==> config.mk <==
export PLATFORM = sky130hd
export DESIGN_NAME = dac8568_seq
export DESIGN_NICKNAME = d
export VERILOG_FILES = /design/src/rtl/dac8568_seq.sv
export SDC_FILE = /design/constraint.sdc
export NUM_CORES = 1
export LEC_CHECK = 0
export ABC_AREA = 1
export BUFFER_PORTS_ARGS = -buffer_cell sky130_fd_sc_hd__buf_2
export CAP_MARGIN = 20
export CORE_ASPECT_RATIO = 0.75
export CORE_MARGIN = 5
export CORE_UTILIZATION = 63
export CTS_BUF_LIST = sky130_fd_sc_hd__clkbuf_4 sky130_fd_sc_hd__clkbuf_8
export DETAILED_ROUTE_END_ITERATION = 8
export HOLD_SLACK_MARGIN = 0.05
export PLACE_DENSITY = 0.95
export SLEW_MARGIN = 5
export SYNTH_ARGS = -nofsm -noshare
export SYNTH_HDL_FRONTEND = slang
export SYNTH_SLANG_ARGS = --single-unit
==> constraint.sdc <==
create_clock -name clk -period 6 [get_ports clk]
set_input_delay 1.2 -clock clk [delete_from_list [all_inputs] [get_ports clk]]
set_output_delay 1.2 -clock clk [all_outputs]
set_load 0.02 [all_outputs]
==> src/rtl/dac8568_seq.sv <==
// dac8568_seq: DAC8568 loader with built-in SPI serializer.
// Runs the init words (software reset, internal reference on, power-up of
// channels 0..NCH-1). Afterwards it writes channel codes on request, sending
// only the channels whose code changed since their last write, or every
// channel when a forced refresh is requested.
//
// Handshake: start and update are single-cycle pulses. They need no ready.
// start is honoured only in IDLE; it is dropped otherwise. update is never
// lost. It runs at once when the block is IDLE and initialised. Otherwise it
// is held in a one-deep pending slot. Repeat updates merge into that slot,
// and force is ORed into it.
//
// The channel-write request input is named force_all, because "force" is a
// reserved word in SystemVerilog. dbg_state exposes the sequencer state.
module dac8568_seq #(
  parameter int NCH     = 8,
  parameter int CLK_DIV = 2,
  parameter int SYNC_HI = 4
) (
  input  logic               clk,
  input  logic               reset,
  input  logic               start,
  input  logic               update,
  input  logic               force_all,
  input  logic [16*NCH-1:0]  data,
  output logic               busy,
  output logic               init_done,
  output logic               upd_done,
  output logic               din,
  output logic               sclk,
  output logic               syn,
  output logic [2:0]         dbg_state
);

  typedef enum logic [2:0] {
    ST_IDLE       = 3'd0,
    ST_INIT_SWRST = 3'd1,
    ST_INIT_REF   = 3'd2,
    ST_INIT_PWR   = 3'd3,
    ST_SCAN       = 3'd4,
    ST_SEND_CH    = 3'd5,
    ST_FINISH     = 3'd6
  } state_t;

  typedef enum logic [1:0] {
    SER_IDLE  = 2'd0,
    SER_SHIFT = 2'd1,
    SER_GAP   = 2'd2
  } ser_t;

  localparam int          MASK_I    = (1 << NCH) - 1;
  localparam logic [7:0]  PWR_MASK  = MASK_I[7:0];
  localparam logic [31:0] W_SWRST   = 32'h0700_0000;
  localparam logic [31:0] W_REF     = 32'h090A_0000;
  localparam logic [31:0] W_PWR     = {24'h040000, PWR_MASK};
  localparam logic [15:0] DIV_LAST  = 16'(CLK_DIV - 1);
  localparam logic [15:0] GAP_LAST  = 16'(SYNC_HI - 1);

  // Sequencer state and per-channel bookkeeping.
  state_t            r_state;
  state_t            w_nxt;
  logic              r_init_done;
  logic              r_pend;
  logic              r_pend_force;
  logic              r_force_cur;
  logic [2:0]        r_ch;
  logic [15:0]       r_snap   [NCH];
  logic [15:0]       r_shadow [NCH];
  logic [NCH-1:0]    r_shadow_vld;

  // Serializer state.
  ser_t              r_ser_st;
  logic [15:0]       r_div_cnt;
  logic [15:0]       r_gap_cnt;
  logic [4:0]        r_bit_cnt;
  logic [31:0]       r_shift;
  logic              r_sclk;
  logic              r_syn;

  // Control strobes decoded by the sequencer.
  logic              w_go;
  logic [31:0]       w_word;
  logic              w_ser_done;
  logic              w_run_upd;
  logic              w_start_acc;
  logic              w_shadow_wr;
  logic              w_init_fin;
  logic              w_hit;
  logic [2:0]        w_hit_ch;
  logic [15:0]       w_hit_code;
  logic [3:0]        w_from;
  logic [31:0]       w_ch_word;

  // The frame is done on the last cycle of the syn-high gap. The next frame may load on that same edge.
  assign w_ser_done = (r_ser_st == SER_GAP) && (r_gap_cnt == GAP_LAST);

  // Serializer. Load a word on go. sclk toggles every CLK_DIV cycles. Data advances on each rise.
  always_ff @(posedge clk) begin
    if (!reset) begin
      r_ser_st  <= SER_IDLE;
      r_div_cnt <= '0;
      r_gap_cnt <= '0;
      r_bit_cnt <= '0;
      r_shift   <= '0;
      r_sclk    <= 1'b1;
      r_syn     <= 1'b1;
    end else if (w_go) begin
      r_ser_st  <= SER_SHIFT;
      r_div_cnt <= '0;
      r_gap_cnt <= '0;
      r_bit_cnt <= '0;
      r_shift   <= w_word;
      r_sclk    <= 1'b1;
      r_syn     <= 1'b0;
    end else begin
      case (r_ser_st)
        SER_SHIFT: begin
          if (r_div_cnt == DIV_LAST) begin
            r_div_cnt <= '0;
            if (r_sclk) begin
              r_sclk <= 1'b0;
            end else if (r_bit_cnt == 5'd31) begin
              r_ser_st  <= SER_GAP;
              r_sclk    <= 1'b1;
              r_syn     <= 1'b1;
              r_shift   <= '0;
              r_gap_cnt <= '0;
            end else begin
              r_sclk    <= 1'b1;
              r_bit_cnt <= r_bit_cnt + 5'd1;
              r_shift   <= {r_shift[30:0], 1'b0};
            end
          end else begin
            r_div_cnt <= r_div_cnt + 16'd1;
          end
        end
        SER_GAP: begin
          if (r_gap_cnt == GAP_LAST) r_ser_st <= SER_IDLE;
          else                       r_gap_cnt <= r_gap_cnt + 16'd1;
        end
        default: ;
      endcase
    end
  end

  assign din  = r_shift[31];
  assign sclk = r_sclk;
  assign syn  = r_syn;

  // Find the lowest channel at or above w_from that needs a write.
  always_comb begin
    logic need;
    w_hit      = 1'b0;
    w_hit_ch   = '0;
    w_hit_code = '0;
    w_from     = (r_state == ST_SEND_CH) ? ({1'b0, r_ch} + 4'd1) : 4'd0;
    for (int i = NCH - 1; i >= 0; i--) begin
      need = r_force_cur | ~r_shadow_vld[i] | (r_snap[i] != r_shadow[i]);
      if (need && (4'(i) >= w_from)) begin
        w_hit      = 1'b1;
        w_hit_ch   = 3'(i);
        w_hit_code = r_snap[i];
      end
    end
  end

  assign w_ch_word = {8'h03, 1'b0, w_hit_ch, w_hit_code, 4'h0};

  // Sequencer state register.
  always_ff @(posedge clk) begin
    if (!reset) r_state <= ST_IDLE;
    else        r_state <= w_nxt;
  end

  // Sequencer next state and frame launch decisions.
  always_comb begin
    w_nxt       = r_state;
    w_go        = 1'b0;
    w_word      = '0;
    w_run_upd   = 1'b0;
    w_start_acc = 1'b0;
    w_shadow_wr = 1'b0;
    w_init_fin  = 1'b0;
    case (r_state)
      ST_IDLE: begin
        if (start) begin
          w_nxt       = ST_INIT_SWRST;
          w_go        = 1'b1;
          w_word      = W_SWRST;
          w_start_acc = 1'b1;
        end else if (r_init_done && (update || r_pend)) begin
          w_nxt     = ST_SCAN;
          w_run_upd = 1'b1;
        end
      end
      ST_INIT_SWRST: begin
        if (w_ser_done) begin
          w_nxt  = ST_INIT_REF;
          w_go   = 1'b1;
          w_word = W_REF;
        end
      end
      ST_INIT_REF: begin
        if (w_ser_done) begin
          w_nxt  = ST_INIT_PWR;
          w_go   = 1'b1;
          w_word = W_PWR;
        end
      end
      ST_INIT_PWR: begin
        if (w_ser_done) begin
          w_nxt      = ST_IDLE;
          w_init_fin = 1'b1;
        end
      end
      ST_SCAN: begin
        if (w_hit) begin
          w_nxt  = ST_SEND_CH;
          w_go   = 1'b1;
          w_word = w_ch_word;
        end else begin
          w_nxt = ST_FINISH;
        end
      end
      ST_SEND_CH: begin
        if (w_ser_done) begin
          w_shadow_wr = 1'b1;
          if (w_hit) begin
            w_go   = 1'b1;
            w_word = w_ch_word;
          end else begin
            w_nxt = ST_FINISH;
          end
        end
      end
      ST_FINISH: w_nxt = ST_IDLE;
      default:   w_nxt = ST_IDLE;
    endcase
  end

  // Init flag, pending update slot, data snapshot, and per-channel shadows.
  always_ff @(posedge clk) begin
    if (!reset) begin
      r_init_done  <= 1'b0;
      r_pend       <= 1'b0;
      r_pend_force <= 1'b0;
      r_force_cur  <= 1'b0;
      r_ch         <= '0;
      r_shadow_vld <= '0;
      for (int i = 0; i < NCH; i++) begin
        r_snap[i]   <= '0;
        r_shadow[i] <= '0;
      end
    end else begin
      if (w_start_acc) begin
        r_init_done  <= 1'b0;
        r_shadow_vld <= '0;
      end
      if (w_init_fin) r_init_done <= 1'b1;

      if (w_run_upd) begin
        r_pend       <= 1'b0;
        r_pend_force <= 1'b0;
        r_force_cur  <= (update & force_all) | r_pend_force;
        for (int i = 0; i < NCH; i++) r_snap[i] <= data[16*i +: 16];
      end else if (update) begin
        r_pend       <= 1'b1;
        r_pend_force <= r_pend_force | force_all;
      end

      if (w_go && ((r_state == ST_SCAN) || (r_state == ST_SEND_CH))) r_ch <= w_hit_ch;

      if (w_shadow_wr) begin
        for (int i = 0; i < NCH; i++) begin
          if (3'(i) == r_ch) begin
            r_shadow[i]     <= r_snap[i];
            r_shadow_vld[i] <= 1'b1;
          end
        end
      end
    end
  end

  assign busy      = (r_state != ST_IDLE) && (r_state != ST_FINISH);
  assign upd_done  = (r_state == ST_FINISH);
  assign init_done = r_init_done;
  assign dbg_state = r_state;

endmodule

==> results of run 1 <==
==> worst max-delay path, delay by kind of cell, from the launching register on <==
| kind | cells | cell delay (ps) |
|---|---|---|
| adders and majority gates | 2 | 550 |
| DFF | 1 | 500 |
| and+or+nand+nor | 8 | 1820 |
| AOI/OAI and AO/OA | 2 | 410 |
| buffers and inverters | 1 | 180 |
==> logic make-up (layout without fill, tap and decap cells) <==
logic type                 Yosys count  count (layout)
AOI/OAI and AO/OA                  255             255
adders and majority gates           11              11
other                                0               1
buffers and inverters              518             694
DFF                                347             347
and+or+nand+nor                   1016            1016
xor gates and xnor gates            58              58
==> through the flow <==
stage               hold slack (ps)  utilization (%)  instances  power [mW]  setup slack [ps]
finish                          458             71.1       2767        5.92              2410
global route                    491             71.1       2766        6.17              2130
CTS                             460             71.0       2765        5.90              2470
detailed placement              451             67.1       2670        3.84              2280
global placement                447             67.1       2670        3.79              2300
floorplan                       436                -       2205        3.60              1040
==> sequential cells by signal, indices dropped and copies added, names as in the netlist <==
signal / flops
r_shadow: 128
r_snap: 128
r_shift: 32
r_div_cnt: 16
r_gap_cnt: 16
r_shadow_vld: 8
r_bit_cnt: 5
dbg_state: 3
r_ch: 3
r_ser_st: 2
init_done: 1
r_force_cur: 1
r_pend: 1
r_pend_force: 1
sclk: 1
syn: 1
==> metal layers <==
metal	vias to the layer above	wire, um
li1	7146	-
met1	6944	19000
met2	881	19900
met3	125	6140
met4	0	1270
met5	-	0
==> Yosys cell counts (3+ instances only) <==
master	count	share of area, %
xor2_1	27	1.3
xnor2_1	31	1.5
inv_2	4	0.085
dfxtp_1	91	10
or2_2	5	0.18
nor3_2	5	0.28
nand3_1	79	2.2
nand3_2	3	0.17
nor2_4	7	0.44
nor4_1	4	0.14
nand4_1	22	0.78
nor2_1	392	8.3
nand2_4	7	0.44
ha_1	11	0.78
edfxtp_1	256	43
o21ai_1	12	0.34
o211ai_1	11	0.47
buf_1	7	0.15
buf_2	11	0.31
nor3_1	17	0.48
o22ai_1	6	0.21
nor3b_1	3	0.13
nor2_2	3	0.11
nand2_2	6	0.21
o21ai_0	111	3.1
nand2_1	456	9.6
clkbuf_1	44	0.93
inv_1	447	9.5
a21oi_1	105	3.0
==> where the power goes <==
group | total (mW) | leakage (nW) | switching (mW) | internal [mW]
combinational | 0.952 | 5.28 | 0.652 | 0.300
sequential | 2.88 | 3.29 | 0.125 | 2.76
clock | 2.08 | 0.585 | 0.947 | 1.14
total | 5.92 | 9.16 | 1.72 | 4.19
==> how the worst min path moves through the flow <==
stage / startpoint / to / slack (ps) / depth (start not counted)
finish: r_pend$_SDFFE_PP0P_ / r_pend$_SDFFE_PP0P_ / 460 / 2
global route: r_shift[27]$_SDFFE_PN0P_ / r_shift[28]$_SDFFE_PN0P_ / 490 / 2
CTS: r_pend$_SDFFE_PP0P_ / r_pend$_SDFFE_PP0P_ / 460 / 2
detailed placement: r_pend$_SDFFE_PP0P_ / r_pend$_SDFFE_PP0P_ / 450 / 2
global placement: r_shift[29]$_SDFFE_PN0P_ / r_shift[30]$_SDFFE_PN0P_ / 450 / 2
floorplan: r_pend$_SDFFE_PP0P_ / r_pend$_SDFFE_PP0P_ / 440 / 2
==> layout make-up <==
cell class	instances	area share, %
multi-input combinational	1340	31.7
sequential	347	47.9
inverter	454	8.61
clock inverter	25	1.11
clock buffer	70	4.47
tap	385	2.43
timing repair buffer	145	3.82
antenna	1	0.0126
==> summary.txt, run 1 <==
Routing
  • Vias: 15,100
  • Starting DRT DRC Count: 2,116
  • Vias per cell: 5.46
  • Pre-antenna DRT Iters: 6
  • Routed wire length: 46,300 um
  • DRC Markers: 0
  • WL/cell: 16.7 um
  • Antenna-violating nets left: 0

Setup path
  • CP Max Fanout: 36
  • Critical Path End: r_bit_cnt[4]$_SDFFE_PP0P_
  • Flop2flop setup slack: 2410 ps
  • Worst Reg-to-Reg Cells: 13
  • Reg2reg start: r_ch[0]$_SDFFE_PN0P_
  • WP data arrival: 4100 ps
  • CP required: 6510 ps
  • Crit. End Element: flip-flop
  • Max stage delay cell, worst path: dfxtp_1
  • Crit path from: r_ch[0]$_SDFFE_PN0P_
  • Cells along the critical path: ha_1 -> ha_1 -> nor2_4 -> a21oi_1 -> nand2_2 -> nand2_1 -> nor2_4 -> nand2_4 -> nand2_8 -> nand2_4 -> inv_4 -> nand2_2 -> a21oi_1
  • Worst stage delay on the critical path: 500 ps
  • Setup crit start kind: flip-flop
  • R2R Path End: r_bit_cnt[4]$_SDFFE_PP0P_
  • Type of the worst setup path: flip-flop to flip-flop

Synth
  • Simple-Gate Fraction of Synth Area: 24.0%
  • Largest family of logic cells by synthesized area: simple AND/OR/NAND/NOR gates
  • Ys flop type: edfxtp_1
  • EDFF count, synth: 256
  • Syn_nets: 2,349
  • Syn Area/Cell: 8.05 um2
  • Post-Syn Area: 17,800 um2
  • Synthesized flop and latch total: 347
  • Fraction of synthesized cell area in xor and xnor cells: 2.86%
  • Multiplexer area fraction after synthesis: 0%
  • Synth Area in Compound Gates: 7.71%
  • Mapped Cells: 2,205
  • Synth Area in Adders: 0.775%
  • Async SR Flop Fraction: 0%
  • Sequential area share after synthesis: 53.6%
  • Ys Warns: 0
  • Netlist cell types: 46

Global routing
  • Met1 usage: 42.0%
  • Vias in the first global route: 14,400
  • GR peak layer: met2
  • GRT met3 Usage: 6.65%
  • GRT Util Overall: 28.9%
  • Grt total ovfl: 0
  • First-pass GRT wire length: 73,200 um
  • Initial antenna violation count: 0
  • Largest net degree at the start of global routing: 98
  • GR Layer Usage met2: 43.8%

Flow run
  • Max Cap Viol: 0

Finish
  • Area of the multi-input gates: 6290 um2
  • Commonest cells after routing, fill and taps aside: 455 x nand2_1, 447 x inv_1, 392 x nor2_1
  • Final nets: 2,484
  • FILL cells: 1,974
  • Most common cell after layout, fill and taps aside: nand2_1
  • Layout cells sized above 1: 12.0%
  • Design area: 19,900 um2
  • Area delta synth->final: 11.9%
  • FF+latch area: 9510 um2

Floorplanning
  • Die width: 204 um
  • Core ar.: 27,900 um2
  • Initial Util: 63.6%
  • Die height: 155 um
  • Rows: 53
  • Die ar.: 31,700 um2
  • I/O pin total: 142

Clock network
  • H-tree depth: 2
  • Postcts setup bufs: 0
  • CTS tree: done
  • Clk pin slew, worst setup/hold paths: 70 ps
  • Max Buffers Root-to-Sink: 3
  • Clock Sinks: 347
  • Post-CTS resize count: 0
  • Num CTS Buffers: 52
  • Clock Latency Late Sink: 620 ps
  • Root Buffer Master: clkbuf_8
  • CTS hold repair buffers: 0

Placed design
  • Port-buffer cells: 141
  • Final Wtd Congestion: 0.949
  • Post-DP Area: 18,700 um2
  • Hpwl dp: 32,600 um

Timing
  • RSZ-0062 raised after global routing: no
  • Final Max Slew Viols: 0
  • Final Hold Fails: 0
  • Worst slew pin tran: 999 ps
  • Fmax: 278 MHz
  • Count of final setup violators: 0
  • Worst Skew: 51.0 ps
  • Final Critical Period: 3590 ps
  • Tcrit/Tclk final: 59.9%
  • Slew margin rel.: 33.4%
  • Setup TNS: 0 ps

Worst hold path
  • HP Class: flip-flop to flip-flop

Run status
  • Status: completed

Power
  • Leakage: 9.16 nW
  • Pwr Density: 298 nW/um2
  • Maximum vdd drop: 0.166 mV
(Power assumes the default switching activity.)
==> run 2, diff against run 1 <==
- CORE_UTILIZATION: 63 -> 56
- PLACE_DENSITY: 0.95 -> 0.9
- clock period: 6 -> 3.03 ns (I/O delays scaled with it)
==> run 2 against run 1 <==
Net effect:
- register-to-register slack got worse by 2200 ps
- count of clock-buffer cells in the layout increased by 14
- cell area is 1.8% higher
- die area is 12% higher
- final cell count up 1.9%
- power rose by 99%
- wire length up 2.1%
- clock skew shrank 26 ps
- clock power grew 98%
- first-iteration DRC count is 4.6% higher
- worst hold slack worse by 180 ps
==> summary.txt, run 2 (synthesized netlist as in run 1, its figures left out) <==
Run status
  • Status: completed

Clock network
  • H-tree depth: 2 (unchanged)
  • CTS tree: done
  • Max Buffers Root-to-Sink: 3 (unchanged)
  • Clock Latency Late Sink: 600 ps (-20 ps)
  • Post-CTS resize count: 0 (unchanged)
  • Root Buffer Master: clkbuf_8
  • Num CTS Buffers: 52 (unchanged)
  • Clock Sinks: 347 (unchanged)
  • Clk pin slew, worst setup/hold paths: 60 ps (about the same)

Global routing
  • Grt total ovfl: 0 (unchanged)
  • Vias in the first global route: 14,400 (+0.27%)
  • GRT Util Overall: 26.3% (-2.6 points)
  • Initial antenna violation count: 0 (unchanged)
  • Largest net degree at the start of global routing: 70 (-29%)
  • First-pass GRT wire length: 74,400 um (+1.6%)

Setup path
  • Cells along the critical path: ha_1 -> ha_1 -> nor2_4 -> a21oi_4 -> nand2_4 -> buf_4 -> nand2_1 -> nor2_1 -> o21ai_0 -> nand2_1 -> nand2_1 -> nand2_1 -> nand2_1 -> a21oi_1
  • CP top delay family: simple AND/OR/NAND/NOR gates
  • Crit. End Element: flip-flop
  • R2R Path End: r_shift[18]$_SDFFE_PN0P_
  • CP bufs+invs: 1 (unchanged)
  • Setup crit start kind: flip-flop
  • CP Max Fanout: 11 (-69%)
  • Reg2reg start: r_ch[0]$_SDFFE_PN0P_
  • CP required: 3500 ps (-3010 ps)
  • Max stage delay cell, worst path: ha_1
  • Worst stage delay on the critical path: 390 ps (-110 ps)
  • Type of the worst setup path: flip-flop to flip-flop
  • WP data arrival: 3340 ps (-760 ps)
  • Worst Reg-to-Reg Cells: 14 (+1)
  • Flop2flop setup slack: 170 ps (-2240 ps)
  • Crit-path most repeated cell: nand2_1

Floorplanning
  • Rows: 56 (+5.7%)
  • Die ar.: 35,400 um2 (+12%)
  • Die height: 164 um (+5.7%)
  • Die width: 216 um (+5.8%)
  • I/O pin total: 142 (unchanged)
  • Initial Util: 56.8% (-6.8 points)
  • Core ar.: 31,300 um2 (+12%)

Power
  • Maximum vdd drop: 0.305 mV (+83%)
  • Leakage: 9.36 nW (+2.2%)
  • Pwr Density: 583 nW/um2 (+96%)
  • Tot Pwr: 11.8 mW (+99%)

Routing
  • Met3 routed WL: 5680 um (-7.5%)
  • Starting DRT DRC Count: 2,213 (+4.6%)
  • Pre-antenna DRT Iters: 6 (unchanged)
  • Vias per cell: 5.33 (-2.4%)
  • DRC Markers: 0 (unchanged)
  • Antenna-violating nets left: 0 (unchanged)
  • DR WL met2: 20,100 um (+1.1%)
  • Routed length on met1: 20,400 um (+7.8%)
  • Vias: 15,000 (-0.55%)
  • Routed wire length: 47,200 um (+2.1%)
  • Uppermost routed layer: met4
  • WL/cell: 16.8 um (+0.18%)

Finish
  • Final nets: 2,517 (+1.3%)
  • FILL cells: 2,473 (+25%)
  • Design area: 20,200 um2 (+1.8%)
  • Area of the multi-input gates: 6290 um2 (unchanged)
  • Largest registers: r_shadow (128), r_snap (128), r_shift (32)
  • Commonest cells after routing, fill and taps aside: 455 x nand2_1, 447 x inv_1, 392 x nor2_1
  • FF+latch area: 9510 um2 (unchanged)
  • Layout cells sized above 1: 13.3% (+1.3 points)
  • Area delta synth->final: 13.9%
  • Most common cell after layout, fill and taps aside: nand2_1
  • Ant. Diodes: 0 (-1)

Timing
  • Slew margin rel.: 42.6% (+9.2 points)
  • Fmax: 349 MHz (+25%)
  • Setup TNS: 0 ps (unchanged)
  • Final Hold Fails: 0 (unchanged)
  • Tcrit/Tclk final: 94.5% (+35 points)
  • RSZ-0062 raised after global routing: no
  • Worst Skew: 25.3 ps (-25.7 ps)
  • Count of final setup violators: 0 (unchanged)
  • Worst slew pin tran: 861 ps (-138 ps)
  • Final Max Slew Viols: 0 (unchanged)
  • Final Critical Period: 2860 ps (-730 ps)

Placed design
  • Final Wtd Congestion: 1.02 (+7.5%)
  • Post-DP Area: 19,100 um2 (+1.9%)
  • Hpwl dp: 34,600 um (+6.2%)
  • Port-buffer cells: 141 (unchanged)

Flow run
  • Max Cap Viol: 0 (unchanged)

Worst hold path
  • Hold wc startpoint: data[101]
  • Hold Path Stages: 3 (+1)
  • Hold EP: r_snap[1][37]$_SDFFCE_PN0P_
  • HP Class: input port to flip-flop
run 2: per-layer routing:
layer	global-route usage, %	up-vias
met1	39.0	6853
met2	40.0	854
li1	-	7211
met3	5.27	95
met5	0	-
met4	6.63	0
run 2: power breakdown:
part | internal, mW | leakage (nW) | switching (mW) | total, mW
sequential | 5.45 | 3.29 | 0.245 | 5.70
combinational | 0.651 | 5.47 | 1.31 | 1.96
clock | 2.31 | 0.602 | 1.80 | 4.12
run 2: worst reg2reg max path, delay by kind of cell, from the launching register on:
kind | cells | cell delay [ps]
DFF | 1 | 350
buffers and inverters | 1 | 180
AOI/OAI and AO/OA | 3 | 640
adders and majority gates | 2 | 640
and+or+nand+nor | 8 | 930
run 2: cell type report:
cell class / count / share of cell area (%)
sequential: 347 / 47.0
multi-input combinational: 1340 / 31.1
inverter: 454 / 8.45
timing repair buffer: 178 / 5.31
clock buffer: 84 / 5.10
tap: 406 / 2.51
clock inverter: 10 / 0.470
run 2: worst max-delay path by stage:
stage	from	end	slack [ps]	cells after the start
3_5_place_dp	r_ch[0]$_SDFFE_PN0P_	r_div_cnt[15]$_SDFFE_PP0P_	240	14
6_report	r_ch[0]$_SDFFE_PN0P_	r_shift[18]$_SDFFE_PN0P_	170	14
4_1_cts	r_ch[0]$_SDFFE_PN0P_	r_div_cnt[15]$_SDFFE_PP0P_	220	14
2_1_floorplan	reset	r_snap[0][0]$_SDFFCE_PN0P_	680	3
3_3_place_gp	r_ch[0]$_SDFFE_PN0P_	r_div_cnt[15]$_SDFFE_PP0P_	370	14
5_1_grt	r_bit_cnt[0]$_SDFFE_PP0P_	r_gap_cnt[14]$_SDFFE_PP0P_	20	13
run 2: per-stage QoR:
step	std cells	utilization [%]	hold slack, ps	setup slack [ps]
5_1_grt	2819	64.7	248	23.9
4_1_cts	2817	64.6	238	220
3_5_place_dp	2723	61.0	452	238
6_report	2819	64.7	274	166
2_1_floorplan	2205	-	436	682
3_3_place_gp	2723	61.0	443	368
run 2: timing repair:
item / 4_1_cts / 5_1_grt
buffers inserted: 0 / 2
hold endpoints to repair: 0 / 0
endpoints found under the setup margin: 0 / 2
hold buffers: 0 / 0
==> run 3, diff against run 2 <==
- CORE_ASPECT_RATIO: 0.75 -> 1.4
==> run 3 against run 2 <==
Net effect:
- power is 0.27% higher
- utilization decreased by 0.56 points
- combinational power hardly changed
- sequential cell count is the same
- final cell count is 0.18% lower
- fmax fell by 1.7%
- critical path type unchanged
- largest cell class unchanged
- largest power group unchanged
- highest routed layer unchanged
==> summary.txt, run 3 (synthesized netlist as in run 1, its figures left out) <==
Timing
  • Setup ws final: 117 ps (-49.2 ps)
  • Tcrit/Tclk final: 96.1% (+1.6 points)
  • Worst Skew: 24.1 ps (-1.17 ps)
  • Setup TNS: 0 ps (unchanged)
  • Final Critical Period: 2910 ps (+49.2 ps)
  • Slew margin rel.: 53.3% (+11 points)
  • RSZ-0062 raised after global routing: no
  • Fmax: 343 MHz (-1.7%)
  • Worst slew pin tran: 699 ps (-162 ps)
  • WHS: 259 ps (-15.0 ps)
  • Final Hold Fails: 0 (unchanged)
  • Final Max Slew Viols: 0 (unchanged)
  • Count of final setup violators: 0 (unchanged)

Setup path
  • Setup crit start kind: flip-flop
  • Max stage delay cell, worst path: ha_1
  • CP bufs+invs: 0 (-1)
  • Worst stage delay on the critical path: 390 ps (about the same)
  • Crit. End Element: flip-flop
  • Crit-path most repeated cell: nand2_1
  • Cells along the critical path: ha_1 -> ha_1 -> nor2_4 -> a21oi_4 -> nand2_4 -> nand2_1 -> nor2_1 -> o21ai_0 -> nand2_1 -> nand2_1 -> nand2_1 -> nand2_1 -> a21oi_1
  • CP top delay family: simple AND/OR/NAND/NOR gates
  • WP data arrival: 3390 ps (+50 ps)
  • CP Max Fanout: 15 (+4)
  • CP required: 3510 ps (about the same)
  • Flop2flop setup slack: 120 ps (-50 ps)
  • Type of the worst setup path: flip-flop to flip-flop

Placed design
  • Post-DP Area: 19,100 um2 (-0.11%)
  • Port-buffer cells: 141 (unchanged)
  • Final Wtd Congestion: 0.951 (-6.8%)
  • Pre-CTS setup slack: 145 ps (-93.0 ps)
  • Hpwl dp: 34,500 um (-0.39%)

Power
  • Maximum vdd drop: 0.519 mV (+70%)
  • Tot Pwr: 11.8 mW (+0.27%)
  • Pwr Density: 585 nW/um2 (+0.34%)
  • Leakage: 9.36 nW (about the same)

Floorplanning
  • Initial Util: 56.4% (-0.46 points)
  • Die height: 221 um (+34%)
  • I/O pin total: 142 (unchanged)
  • Core ar.: 31,500 um2 (+0.81%)
  • Rows: 77 (+38%)
  • Die width: 160 um (-26%)
  • Die ar.: 35,400 um2 (about the same)

Finish
  • Layout cells sized above 1: 13.4% (+0.091 points)
  • Largest registers: r_shadow (128), r_snap (128), r_shift (32)
  • Area delta synth->final: 13.8% (about the same)
  • Final nets: 2,520 (+0.12%)
  • Most common cell after layout, fill and taps aside: nand2_1
  • Ant. Diodes: 0 (unchanged)
  • Design area: 20,200 um2 (about the same)
  • FILL cells: 2,504 (+1.3%)
  • Commonest cells after routing, fill and taps aside: 455 x nand2_1, 447 x inv_1, 392 x nor2_1

Worst hold path
  • HP Class: input port to flip-flop

Global routing
  • GRT Util Overall: 25.8% (-0.45 points)
  • Vias in the first global route: 14,800 (+2.8%)
  • Initial antenna violation count: 0 (unchanged)
  • First-pass GRT wire length: 72,900 um (-2.0%)
  • Largest net degree at the start of global routing: 61 (-13%)
  • Grt total ovfl: 0 (unchanged)

Routing
  • Antenna-violating nets left: 0 (unchanged)
  • WL/cell: 16.3 um (-2.6%)
  • Vias: 14,700 (-2.1%)
  • Starting DRT DRC Count: 1,267 (-43%)
  • Routed wire length: 45,900 um (-2.8%)
  • Vias per cell: 5.23 (-1.9%)
  • Pre-antenna DRT Iters: 5 (-1)
  • DRC Markers: 0 (unchanged)

Run status
  • Status: completed

Clock network
  • CTS hold repair buffers: 0 (unchanged)
  • Max Buffers Root-to-Sink: 3 (unchanged)
  • Root Buffer Master: clkbuf_8
  • Num CTS Buffers: 53 (+1.9%)
  • CTS tree: done
  • Clock Latency Late Sink: 610 ps (about the same)
  • Clk pin slew, worst setup/hold paths: 70 ps (about the same)
  • H-tree depth: 2 (unchanged)
  • Clock Sinks: 347 (unchanged)

Flow run
  • Max Cap Viol: 0 (unchanged)
## run 3: changes by cell type in the layout (fill, tap and decap cells not counted), sizes merged
cell / before / now
clkinvlp: 0 / 1
clkinv: 9 / 12
buf: 178 / 180
clkbuf: 84 / 83
bufinv: 2 / 3
## run 3: path summary, 6_finish.rpt
| path | depth (start not counted) | startpoint | to |
|---|---|---|---|
| max reg2reg | 13 | r_ch[0]$_SDFFE_PN0P_ | r_shift[13]$_SDFFE_PN0P_ |
| min reg2reg | 2 | r_shift[31]$_SDFFE_PN0P_ | r_shift[31]$_SDFFE_PN0P_ |
| max | 13 | r_ch[0]$_SDFFE_PN0P_ | r_shift[13]$_SDFFE_PN0P_ |
| min | 3 | data[122] | r_snap[1][58]$_SDFFCE_PN0P_ |
## run 3: repair_timing
item                                    in CTS  in global routing
resized for setup                            0                  2
endpoints found under the setup margin       0                 33
endpoints found under the hold margin        0                  0
buffers inserted                             0                  0
## run 3: cell type report
class	instances	area, um2	area share (%)
clock buffers	83	998	4.94
repair buffers	180	1050	5.20
flip-flops and latches	347	9510	47.1
clock inverters	15	143	0.706
inverters	454	1710	8.46
multi-input cells	1340	6300	31.2
well taps	395	494	2.45
## run 3: worst reg2reg max path, stage by stage (launching register included)
cell and delay [ps]:
dfxtp_2 380, ha_1 240, ha_1 390, nor2_4 80, a21oi_4 310, nand2_4 180, nand2_1 340, nor2_1 80
o21ai_0 260, nand2_1 180, nand2_1 130, nand2_1 80, nand2_1 70, a21oi_1 60
## run 3: report_power, final
group	switching, mW	internal [mW]
Clock	1.81	2.34
Sequential	0.245	5.45
Combinational	1.30	0.655
Total	3.36	8.45
## run 3: through the flow
stage | utilization (%) | cells
after detailed placement | 60.5 | 2716
after global routing | 64.1 | 2814
after floorplan | - | 2205
after global placement | 60.5 | 2716
after CTS | 64.1 | 2814
final | 64.1 | 2814
## run 3: layer usage
layer	up-vias	track usage [%]	part of all wire, %
met5	-	0	0
met4	0	14.4	5.9
met3	144	3.47	5.5
met2	574	48.1	53
met1	6775	28.4	36
li1	7212	-	-
